`src/rtl/mux_2to1.sv`:
```
// Registered 2:1 word multiplexer with asynchronous active-high reset.
// Define MUX_2TO1_COMB_OUT_EN to build a purely combinational mux that ignores clk and rst.
module mux_2to1 #(
    parameter int WIDTH = 32
) (
    input  logic             clk,
    input  logic             rst,
    input  logic             sel,
    input  logic [WIDTH-1:0] in0,
    input  logic [WIDTH-1:0] in1,
    output logic [WIDTH-1:0] out
);

    logic [WIDTH-1:0] nxt;

    assign nxt = sel ? in1 : in0;

`ifdef MUX_2TO1_COMB_OUT_EN

    assign out = nxt;

    // The combinational build has no state, so the clock and reset are
    // intentionally left unconnected.
    logic unused_clk_rst;
    assign unused_clk_rst = clk ^ rst;

`else

    // NOTE: non-blocking assignment keeps the register's update ordered
    // after every reader of the old value in the same time step.
    always_ff @(posedge clk or posedge rst) begin
        if (rst) begin
            out <= '0;
        end else begin
            out <= nxt;
        end
    end

`endif

endmodule

```
`config.mk`:
```
export PLATFORM = sky130hd
export DESIGN_NAME = mux_2to1
export DESIGN_NICKNAME = d
export VERILOG_FILES = /design/src/rtl/mux_2to1.sv
export SDC_FILE = /design/constraint.sdc
export NUM_CORES = 1
export LEC_CHECK = 0
export CORE_UTILIZATION = 32
export CTS_BUF_LIST = sky130_fd_sc_hd__clkbuf_8
export CTS_CLUSTER_SIZE = 8
export DETAILED_ROUTE_END_ITERATION = 16
export GPL_ROUTABILITY_DRIVEN = 1
export HOLD_SLACK_MARGIN = 0.15
export PLACE_DENSITY = 0.89
export SLEW_MARGIN = 25
export SYNTH_ARGS = -nofsm -noshare
export SYNTH_HDL_FRONTEND = slang
export SYNTH_SLANG_ARGS = --single-unit
```
`constraint.sdc`:
```
create_clock -name clk -period 0.9 [get_ports clk]
set_input_delay 0.18 -clock clk [delete_from_list [all_inputs] [get_ports clk]]
set_output_delay 0.18 -clock clk [all_outputs]
set_load 0.01 [all_outputs]
```
==> flow_metrics.py <==
metrics = {
    "outcome": {
        "status": "finished with violations",
        "violations": "setup timing",
    },
    "sta": {
        "slew_violations": 0,
        "hold_violations": 0,
        "hold-worst-slack_ps": 284,
        "layout_setup_ws_ps": -73.0,
        "finalCriticalPeriod_ps": 973,
        "fin_crit_sh_pct": 108,
        "fmax_mhz": 1030,
        "slew_headroom_pct": 85.1,
        "setup_viol": 32,
        "rsz0062_at_grt": "yes",
        "tightest_slew_ps": 224,
    },
    "run": {
        "cap_viol_max_count": 0,
    },
    "power": {
        "internal-power_mw": 2.68,
        "p_total_mw": 3.46,
        "p_per_area_nw_per_um2": 1470,
        "power_switching_mw": 0.779,
        "max-vdd-ir-drop_uv": 984,
        "swShare_pct": 22.5,
        "p_clk_share_pct": 31.9,
        "p_leak_nw": 1.11,
        "p_seq_share_pct": 45.7,
        "power_frac_comb_pct": 22.4,
    },
    "finish": {
        "diodes": 0,
        "top_register": "out",
        "drive_gt1_share_pct": 42.9,
        "largestRegisters": "out x32",
        "num-nets-final": 241,
        "area_growth_pct": 73.8,
        "largest_reg_flops": 32,
        "final_cells": 225,
        "utilization_pct": 58.2,
    },
    "route": {
        "routed-via-count": 999,
        "drc_errors": 0,
        "ant_nets": 0,
        "wire_per_inst_um": 14.9,
        "via_per_inst": 4.44,
        "dr.pass1.iters": 4,
        "drtIter0Drc": 27,
        "wirelength_um": 3360,
    },
    "worst_setup_path": {
        "cp_slowest_cell": "dfrtp_1",
        "cp-start-kind": "flip-flop",
        "cp.required_ps": 720,
        "cp-endpoint": "out[12]",
        "cp-end-kind": "primary output",
        "crit_path_cell_trace": "buf_2",
        "critical_path_depth": 1,
        "cp.arrival_ps": 790,
        "startpoint": "out[12]$_DFF_PP0_",
        "critical_path_class": "reg -> out",
        "crit_family": "flip-flops",
        "slowest_delay_ps": 370,
        "cp_num_buf_inv": 1,
        "critPathMaxFanout": 1,
    },
    "placed_design": {
        "dp.final_hpwl_um": 2720,
        "port_buffers": 98,
        "pre_cts_ws_ps": -140,
        "gp_congestion": 0.683,
        "place_inst": 217,
    },
    "synth": {
        "synth_mux_area_share_pct": 35.1,
        "netlist_area_um2": 1350,
        "yosysWarnings": 0,
        "synth_cells": 69,
        "synthSimpleGateAreaFrac_pct": 0,
        "synth_cell_types": 6,
        "yosysSeqAreaShare_pct": 59.4,
        "synth-compound-area-share_pct": 0,
        "synth_fa_ha_area_share_pct": 0,
        "synth-seq-cells": 32,
        "avgSynthCellArea_um2": 19.5,
        "synth_xor_area_share_pct": 0,
        "syn_nets": 136,
        "synth_top_family_by_area": "multiplexers",
    },
    "die": {
        "die_h_um": 66.9,
        "num_rows": 23,
        "io_pins": 99,
        "die_x_um": 66.9,
        "die-area_um2": 4480,
        "initial_core_util_pct": 33.5,
        "core_area_um2": 4030,
    },
    "global_route": {
        "grt_pass1_vias": 1125,
        "gr-total-overflow": 0,
        "grt_usage_pct": 16.7,
        "grt_pass1_wl_um": 5120,
        "antenna_found_initial": 0,
        "grt_max_degree": 21,
    },
    "clock_network": {
        "clock-sinks": 32,
        "cts_tree": "done",
        "clock-root-buffer": "clkbuf_8",
        "cts_inserted_buffers": 5,
        "post_cts_buffers": 0,
        "cts.path.max_buffers": 2,
        "cts.clk_slew.worst_paths_ps": 70,
        "cts.htree.levels": 2,
    },
    "min_path": {
        "min-delay-path-class": "in -> async",
    },
}
## layer usage
metal	GRT usage, %	part of all wire [%]
met1	13.4	30
met2	33.5	58
met3	7.36	10
met4	7.18	1.8
met5	0	0
## logic make-up (layout without fill, tap and decap cells)
kind of cell  after synthesis  after routing
flops                      32             32
buf+inv                     5            111
mux                        32             32
## cells in the mapped netlist
master / instances / share of area [%]
mux2_2: 2 / 1.7
buf_12: 3 / 4.5
mux2_4: 30 / 33
inv_1: 1 / 0.28
buf_6: 1 / 0.83
dfrtp_1: 32 / 59
## cell type report
cell class	count	area (um^2)
clock buffers	6	82.6
clock inverters	2	7.51
fillers	324	1680
well taps	50	62.6
inverters	1	3.75
multi-input cells	32	473
repair buffers	102	915
flip-flops and latches	32	801
## worst min-delay path by stage
stage | from | to | slack [ps] | cells after the start
finish | rst | out[13]$_DFF_PP0_ | 280 | 3
global route | rst | out[11]$_DFF_PP0_ | 310 | 3
CTS | rst | out[18]$_DFF_PP0_ | 280 | 3
detailed placement | rst | out[13]$_DFF_PP0_ | 590 | 3
global placement | rst | out[12]$_DFF_PP0_ | 580 | 3
floorplan | rst | out[0]$_DFF_PP0_ | 300 | 1
## layout by cell type (no fill, tap or decap), drive strengths merged
cell type      count
buf               37
clkbuf             6
clkdlybuf4s50     65
dfrtp             32
inv                3
mux2              32
## repair_timing
action	in CTS	in global routing
resized for setup	128	5
hold buffers	0	0
endpoints found under the hold margin	0	0
setup endpoints to repair	32	32
## power by group through the flow
stage,Sequential (mW),Combinational (mW),Clock [mW]
after global routing,1.59,0.829,1.22
final,1.58,0.774,1.10
after CTS,1.58,0.768,1.12
after detailed placement,1.61,0.872,0
after floorplan,1.66,0.268,0
after global placement,1.60,0.851,0
## metrics by stage
step	area (um^2)	TNS (ps)
finish	2340	-1740
global placement	2380	-5890
floorplan	1350	0
detailed placement	2380	-6740
CTS	2310	-2130
global route	2340	-2760
Note: power is estimated with default switching activity, not from simulation.
